[src/rtl/valid_sched_pkg.sv]
// Shared defaults and FSM state encoding for the valid strobe scheduler.
package valid_sched_pkg;

    localparam int unsigned PKG_PERIOD_W   = 8;
    localparam int unsigned PKG_BURST_W    = 16;
    localparam int unsigned PKG_DEF_PERIOD = 3;

    typedef enum logic [1:0] {
        StIdle = 2'd0,
        StRun  = 2'd1,
        StDone = 2'd2
    } state_e;

endpackage

[src/rtl/valid_sched_tick.sv]
// Period counter: counts 0..period and emits a registered one-cycle tick on the
// cycle after the count reaches period, wrapping back to 0 at the same time.
module valid_tick
    import valid_sched_pkg::*;
#(
    parameter int unsigned PERIOD_W = PKG_PERIOD_W
) (
    input  logic                clk,
    input  logic                reset,
    input  logic                clear,
    input  logic                enable,
    input  logic [PERIOD_W-1:0] period,
    output logic                tick
);

    logic [PERIOD_W-1:0] cnt_q, cnt_d;
    logic                tick_q, tick_d;

    // Next count and tick; clear wins over enable so a new run starts from zero.
    always_comb begin
        cnt_d  = cnt_q;
        tick_d = 1'b0;
        if (clear) begin
            cnt_d = '0;
        end else if (enable) begin
            if (cnt_q == period) begin
                cnt_d  = '0;
                tick_d = 1'b1;
            end else begin
                cnt_d = cnt_q + 1'b1;
            end
        end
    end

    // Counter and tick registers.
    always_ff @(posedge clk or posedge reset) begin
        if (reset) begin
            cnt_q  <= '0;
            tick_q <= 1'b0;
        end else begin
            cnt_q  <= cnt_d;
            tick_q <= tick_d;
        end
    end

    assign tick = tick_q;

endmodule

[src/rtl/valid_sched.sv]
// Valid strobe scheduler: issues o_valid every period+1 cycles for a burst of
// strobes (or continuously), with shadow configuration latched at run start.
module valid_sched
    import valid_sched_pkg::*;
#(
    parameter int unsigned PERIOD_W   = PKG_PERIOD_W,
    parameter int unsigned BURST_W    = PKG_BURST_W,
    parameter int unsigned DEF_PERIOD = PKG_DEF_PERIOD
) (
    input  logic                clk,
    input  logic                reset,
    input  logic                i_cfg_we,
    input  logic [PERIOD_W-1:0] i_cfg_period,
    input  logic [BURST_W-1:0]  i_cfg_burst,
    input  logic                i_start,
    input  logic                i_stop,
    output logic                o_valid,
    output logic                o_busy,
    output logic                o_done,
    output logic [BURST_W-1:0]  o_count
);

    state_e              state_q, state_d;
    logic                busy_q, busy_d;
    logic                done_q, done_d;
    logic                start_run;
    logic                tick_en;
    logic                tick;

    logic [PERIOD_W-1:0] shadow_period_q, shadow_period_d;
    logic [BURST_W-1:0]  shadow_burst_q, shadow_burst_d;
    logic [PERIOD_W-1:0] period_q, period_d;
    logic [BURST_W-1:0]  burst_q, burst_d;
    logic [BURST_W-1:0]  count_q, count_d;
    logic [BURST_W-1:0]  count_inc;

    assign count_inc = count_q + 1'b1;

    // FSM, registered status outputs, config and strobe count registers.
    always_ff @(posedge clk or posedge reset) begin
        if (reset) begin
            state_q         <= StIdle;
            busy_q          <= 1'b0;
            done_q          <= 1'b0;
            shadow_period_q <= PERIOD_W'(DEF_PERIOD);
            shadow_burst_q  <= '0;
            period_q        <= PERIOD_W'(DEF_PERIOD);
            burst_q         <= '0;
            count_q         <= '0;
        end else begin
            state_q         <= state_d;
            busy_q          <= busy_d;
            done_q          <= done_d;
            shadow_period_q <= shadow_period_d;
            shadow_burst_q  <= shadow_burst_d;
            period_q        <= period_d;
            burst_q         <= burst_d;
            count_q         <= count_d;
        end
    end

    // Next-state logic; stop takes priority over start and over burst completion.
    always_comb begin
        state_d   = state_q;
        start_run = 1'b0;
        unique case (state_q)
            StIdle: begin
                if (i_start && !i_stop) begin
                    state_d   = StRun;
                    start_run = 1'b1;
                end
            end
            StRun: begin
                if (i_stop) begin
                    state_d = StIdle;
                end else if (tick && (burst_q != '0) && (count_inc == burst_q)) begin
                    state_d = StDone;
                end
            end
            StDone: state_d = StIdle;
            default: state_d = StIdle;
        endcase
    end

    // Output decode from next state so busy/done are registered yet track the state.
    always_comb begin
        busy_d  = (state_d == StRun);
        done_d  = (state_d == StDone);
        // Ticks only continue while the run persists, so no strobe follows stop or the last one.
        tick_en = (state_d == StRun);
    end

    // Shadow config writes anytime; active copy only at run start; strobe counting.
    always_comb begin
        shadow_period_d = shadow_period_q;
        shadow_burst_d  = shadow_burst_q;
        period_d        = period_q;
        burst_d         = burst_q;
        count_d         = count_q;
        if (i_cfg_we) begin
            shadow_period_d = i_cfg_period;
            shadow_burst_d  = i_cfg_burst;
        end
        if (start_run) begin
            period_d = shadow_period_q;
            burst_d  = shadow_burst_q;
            count_d  = '0;
        end else if (tick) begin
            count_d = count_inc;
        end
    end

    valid_tick #(
        .PERIOD_W (PERIOD_W)
    ) u_tick (
        .clk    (clk),
        .reset  (reset),
        .clear  (start_run),
        .enable (tick_en),
        .period (period_q),
        .tick   (tick)
    );

    assign o_valid = tick;
    assign o_busy  = busy_q;
    assign o_done  = done_q;
    assign o_count = count_q;

endmodule

[config.mk]
export PLATFORM = sky130hd
export DESIGN_NAME = valid_sched
export DESIGN_NICKNAME = d
export VERILOG_FILES = /design/src/rtl/valid_sched_pkg.sv /design/src/rtl/valid_sched_tick.sv /design/src/rtl/valid_sched.sv
export SDC_FILE = /design/constraint.sdc
export NUM_CORES = 1
export LEC_CHECK = 0
export CAP_MARGIN = 20
export CORE_MARGIN = 3
export CORE_UTILIZATION = 63
export CTS_CLUSTER_DIAMETER = 100
export DETAILED_ROUTE_END_ITERATION = 8
export DONT_BUFFER_PORTS = 1
export GPL_TIMING_DRIVEN = 0
export PLACE_DENSITY = 0.78
export REMOVE_ABC_BUFFERS = 1
export SYNTH_ARGS = -nofsm -noshare
export SYNTH_HDL_FRONTEND = slang
export SYNTH_SLANG_ARGS = --single-unit
[constraint.sdc]
create_clock -name clk -period 3.6 [get_ports clk]
set_clock_uncertainty 0.15 [all_clocks]
set_input_delay 0.72 -clock clk [delete_from_list [all_inputs] [get_ports clk]]
set_output_delay 0.72 -clock clk [all_outputs]
set_load 0.005 [all_outputs]
==> impl_metrics.json, run 1 <==
{
  "htreeDepth": 3,
  "io_buffers": 0,
  "place_ws_ns": 0.6506,
  "synth_edf_count": 0,
  "dp_hpwl_um": 5382,
  "dieWidth_um": 84.28,
  "worst-path-max-fanout": 10,
  "drt-vias-per-instance": 5.942,
  "gr-total-overflow": 0,
  "setup_viol": 0,
  "drive_gt1_share_pct": 16.33,
  "place_area_mm2": 0.003956,
  "ys_seq_elements": 77,
  "via_count": 2757,
  "critical_path_class": "flop to flop",
  "grt_setup_unrepaired": "no",
  "wirelength_um": 7601,
  "arrival_ns": 3.11,
  "hold_class": "input port to asynchronous set/reset pin",
  "drtPass1Iterations": 4,
  "ant_nets": 0,
  "slowest_stage": "or4_4",
  "die_area_mm2": 0.007102,
  "cts_sinks": 77,
  "r2r_slack_ns": 0.56,
  "wl_per_cell_um": 16.38,
  "die_h_um": 84.28,
  "cts_tree": "yes",
  "r2r_cells": 8,
  "row_count": 27,
  "fin_util_pct": 72.80,
  "diodes": 0,
  "drt-initial-drc-count": 299,
  "slew-limit-headroom_pct": 42.13,
  "r2r_end": "u_tick.cnt_q[2]$_DFFE_PP0P_",
  "grt_usage_pct": 22.92,
  "numCtsBuffers": 9,
  "grt_pass1_vias": 2676,
  "path_cells": "ha_1, nand3_2, or4_4, a211oi_2, nand3_1, or4_4, a21oi_2, o21ai_1",
  "cts_setup_buffers": 0,
  "yosysUniqueCellTypes": 46,
  "grt_pass1_wl_um": 12990,
  "period_minus_slack_ns": 3.040,
  "io_pins": 48,
  "core_mm2": 0.005709,
  "slew_viol_final": 0,
  "grt_max_degree": 51,
  "timing.rr.start": "o_count[0]$_DFFE_PP0P_",
  "gp_congestion": 0.8730,
  "max-cap-violations": 0,
  "cts.repair.resized": 0,
  "start_kind": "flop",
  "power.density_mw_per_mm2": 495.4,
  "seq_area_frac_synth_pct": 50.05,
  "required_ns": 3.67,
  "initial_core_util_pct": 67.61,
  "power_uw": 2059,
  "cp_common_cell": "or4_4",
  "cts_buffer_depth": 2,
  "drc": 0,
  "synth_cells": 387,
  "status": "completed",
  "fmax_mhz": 329.0,
  "fin_crit_sh_pct": 84.44,
  "final_cell_area_mm2": 0.004156,
  "synthFlopType": "dfrtp_1",
  "cellLeakagePower_uw": 0.001839,
  "netlist_area_mm2": 0.003860,
  "nets": 418,
  "ir_worst_vdd_mv": 0.3789,
  "async_flop_share_pct": 100.0,
  "startpoint": "o_count[0]$_DFFE_PP0P_",
  "finalHoldViolations": 0,
  "postCtsHoldBufs": 0,
  "area_growth_pct": 7.682,
  "critical_path.max_stage_delay_ns": 0.60,
  "hold_ws_ns": 0.07004,
  "tightestPinTransition_ns": 0.8648,
  "synth.avg_cell_area_um2": 9.974,
  "postLayoutSetupSlackWorst_ns": 0.5602,
  "clockRootBuffer": "clkbuf_8",
  "insertion_delay_ns": 0.34,
  "yosys_warnings": 0,
  "path_clk_slew_ns": 0.08,
  "antenna_found_initial": 0,
  "cp-end-kind": "flop"
}
## worst max-delay path by stage
stage,end,slack (ns),cells after the start
after global routing,u_tick.cnt_q[7]$_DFFE_PP0P_,0.45,8
after CTS,u_tick.cnt_q[5]$_DFFE_PP0P_,0.59,8
final,u_tick.cnt_q[2]$_DFFE_PP0P_,0.56,8
after floorplan,o_count[0]$_DFFE_PP0P_,-0.75,2
after global placement,burst_q[4]$_DFFE_PP0P_,-2.69,3
after detailed placement,u_tick.cnt_q[5]$_DFFE_PP0P_,0.65,8
## metal layers
layer / track usage [%] / wire, um
met3: 6.673 / 504
met5: 0 / 0
met1: 33.31 / 3474
met2: 33.36 / 3525
met4: 7.164 / 96
## where the power goes
| part | switching, uW | leakage, uW | total, uW | internal, uW |
|---|---|---|---|---|
| logic | 166 | 0.000778 | 326 | 160 |
| registers | 102 | 0.000965 | 1070 | 972 |
| clock network | 318 | 0.0000959 | 659 | 341 |
## critical path: cells and delay by family (launching register included)
kind	cells	cell delay, ns
fa+ha+maj	1	0.32
compound gates	3	0.41
simple gates	4	1.52
flops	1	0.50
## stage by stage
| step | instances | TNS, ns |
|---|---|---|
| after floorplan | 370 | -29.25 |
| after global placement | 442 | -106.17 |
| after detailed placement | 448 | 0 |
| after CTS | 464 | 0 |
| after global routing | 464 | 0 |
| final | 464 | 0 |
## area by class of cell
type	count	area, um^2
Clock buffer	11	141.4
Clock inverter	5	58.81
Fill cell	418	1553
Inverter	5	21.27
Multi-Input combinational cell	288	1841
Sequential cell	77	1932
Tap cell	72	90.09
Timing Repair Buffer	6	72.57
## flip-flops by register name, indices dropped and copies added, names as in the netlist
register         count
o_count             16
shadow_burst_q      16
state_q              2
o_done               1
period_q             8
u_tick.cnt_q         8
u_tick.tick          1
burst_q             16
shadow_period_q      8
o_busy               1
## synth_stat cells (all sizes together), types with 2 or more instances
master  instances  share of area, %
a21oi           5               1.0
a22oi           3              0.58
and2            3              0.49
and3            3              0.49
and4            2              0.45
buf             4              0.68
clkbuf         13               1.3
dfrtp          73                47
dfstp           4               2.7
ha              2              0.65
inv             5              0.49
mux2           25               7.3
mux2i           3              0.78
nand2          90               8.8
nand3          15               2.1
nand4           9               1.8
nor2           29               2.8
nor2b           3              0.49
nor3            8               1.2
nor3b           3              0.58
nor4           14               2.4
nor4b           2              0.45
o21ai          10               1.3
o311ai          2              0.45
or4             2              0.58
xnor2          25               5.7
xor2           18               4.1
## cell families (layout without fill, tap and decap cells)
logic type / after synthesis / count (layout) / share of synthesized area (%)
muxes: 28 / 28 / 8.071
buffers and inverters: 22 / 27 / 2.431
and+or+nand+nor: 187 / 187 / 23.44
xor gates and xnor gates: 44 / 44 / 10.34
adders and majority gates: 2 / 2 / 0.6482
AOI/OAI and AO/OA: 27 / 27 / 5.024
DFF: 77 / 77 / 50.05
## layout by cell type, fill, tap and decap left out, types with 10 or more instances in the layout
cell type / n
clkbuf_8: 10
dfrtp_1: 73
mux2_2: 25
nand2_1: 90
nand3_1: 14
nor2_1: 29
nor4_1: 13
xnor2_1: 25
xor2_1: 18
(Power assumes the default switching activity.)
==> inputs of run 2 (changes only) <==
==> constraint.sdc (replaced) <==
create_clock -name clk -period 3.19 [get_ports clk]
set_clock_uncertainty 0.15 [all_clocks]
set_input_delay 0.638 -clock clk [delete_from_list [all_inputs] [get_ports clk]]
set_output_delay 0.638 -clock clk [all_outputs]
set_load 0.005 [all_outputs]
==> impl_metrics.json, run 2 (same netlist as run 1, synthesis figures left out) <==
{
  "final_common_cell": "nand2_1",
  "ant_nets": 0,
  "nets": 419,
  "ir_worst_vdd_mv": 0.4294,
  "setup_viol": 0,
  "drt-vias-per-instance": 5.981,
  "critical_path_class": "flop to flop",
  "fin_setup_tns_ns": 0,
  "slew_viol_final": 0,
  "slew-limit-headroom_pct": 42.51,
  "failed_checks": "DRC",
  "core_mm2": 0.005709,
  "finalHoldViolations": 0,
  "dieWidth_um": 84.28,
  "numCtsBuffers": 9,
  "drc": 2,
  "grt_pass1_vias": 2679,
  "path_clk_slew_ns": 0.08,
  "fmax_mhz": 327.8,
  "power_uw": 2329,
  "dp_cells": 448,
  "initial_core_util_pct": 67.61,
  "place_ws_ns": 0.2406,
  "start_kind": "flop",
  "worst-path-max-fanout": 10,
  "antenna_found_initial": 0,
  "grt_usage_pct": 22.94,
  "path_cells": "ha_1, nand3_2, or4_4, a211oi_2, nand3_1, or4_4, a21oi_2, o21ai_1",
  "grt_max_degree": 51,
  "diodes": 0,
  "wirelength_um": 7641,
  "die_h_um": 84.28,
  "grt_setup_unrepaired": "no",
  "dp_hpwl_um": 5382,
  "finalNonFillerCells": 465,
  "io_pins": 48,
  "io_buffers": 0,
  "hold_ws_ns": 0.2852,
  "hold_class": "input port to flop",
  "gr-total-overflow": 0,
  "status": "complete, but fails checks",
  "cp_common_cell": "or4_4",
  "arrival_ns": 3.12,
  "insertion_delay_ns": 0.35,
  "gp_congestion": 0.8730,
  "cp-end-kind": "flop",
  "required_ns": 3.26,
  "tightestPinTransition_ns": 0.8591,
  "cts_tree": "yes",
  "die_area_mm2": 0.007102,
  "clockRootBuffer": "clkbuf_8",
  "drt-initial-drc-count": 285,
  "postLayoutSetupSlackWorst_ns": 0.1391,
  "layout_common_cells": "nand2_1 (90), dfrtp_1 (73), nor2_1 (29)",
  "area_growth_pct": 7.942,
  "drive_gt1_share_pct": 16.28,
  "period_minus_slack_ns": 3.051,
  "max-cap-violations": 0,
  "htreeDepth": 3,
  "via_count": 2781,
  "cts_setup_buffers": 0,
  "cellLeakagePower_uw": 0.001843,
  "row_count": 27,
  "cts_buffer_depth": 2,
  "fin_crit_sh_pct": 95.64,
  "grt_pass1_wl_um": 13000,
  "critical_path.max_stage_delay_ns": 0.60,
  "power.density_mw_per_mm2": 559.0,
  "slowest_stage": "or4_4",
  "drtPass1Iterations": 7,
  "cts_sinks": 77,
  "wl_per_cell_um": 16.43
}
-- run 2: power by group --
| part | leakage [uW] | internal, uW | switching, uW |
|---|---|---|---|
| clock network | 0.0000959 | 384 | 362 |
| logic | 0.000782 | 181 | 189 |
| registers | 0.000965 | 1100 | 115 |
| total | 0.00184 | 1660 | 666 |
-- run 2: cell type report --
| class | instances | area [um^2] |
|---|---|---|
| multi-input combinational | 288 | 1841 |
| clock inverter | 5 | 58.81 |
| timing repair buffer | 7 | 82.58 |
| tap | 72 | 90.09 |
| fill | 419 | 1543 |
| clock buffer | 11 | 141.4 |
| inverter | 5 | 21.27 |
| sequential | 77 | 1932 |
-- run 2: per-stage QoR --
stage / area (um^2) / util [%]
after floorplan: 3785 / -
after global placement: 3875 / 67.87
after detailed placement: 3956 / 69.30
after CTS: 4167 / 72.98
after global routing: 4167 / 72.98
final: 4167 / 72.98
-- run 2: layer usage --
layer  share of wire [%]  GRT usage (%)
met1                  46          33.38
met2                  45          33.36
met3                 6.9          6.673
met4                 1.4          7.164
met5                   0              0
-- run 2: path summary, 6_finish.rpt --
path / startpoint / to / slack, ns / depth (start not counted)
setup / recovery: o_count[0]$_DFFE_PP0P_ / u_tick.cnt_q[4]$_DFFE_PP0P_ / 0.14 / 8
hold / removal: i_cfg_burst[2] / shadow_burst_q[2]$_DFFE_PP0P_ / 0.29 / 1
setup reg to reg: o_count[0]$_DFFE_PP0P_ / u_tick.cnt_q[4]$_DFFE_PP0P_ / 0.14 / 8
hold reg to reg: shadow_period_q[1]$_DFFE_PP1P_ / period_q[1]$_DFFE_PP1P_ / 0.30 / 2
max in group asynchronous: reset / burst_q[12]$_DFFE_PP0P_ / 1.75 / 3
min in group asynchronous: reset / shadow_burst_q[2]$_DFFE_PP0P_ / 0.60 / 2
-- run 2: worst max-delay path: cells and delay by family (launching register included) --
| kind | cells | cell delay [ns] |
|---|---|---|
| AOI/OAI and AO/OA | 3 | 0.41 |
| adders and majority gates | 1 | 0.32 |
| DFF | 1 | 0.51 |
| and+or+nand+nor | 4 | 1.52 |
-- run 2: repair_timing --
action                                  CTS  global route
hold buffers                              1             0
endpoints found under the setup margin    0             0
resized for setup                         0             0
hold endpoints to repair                 23             0
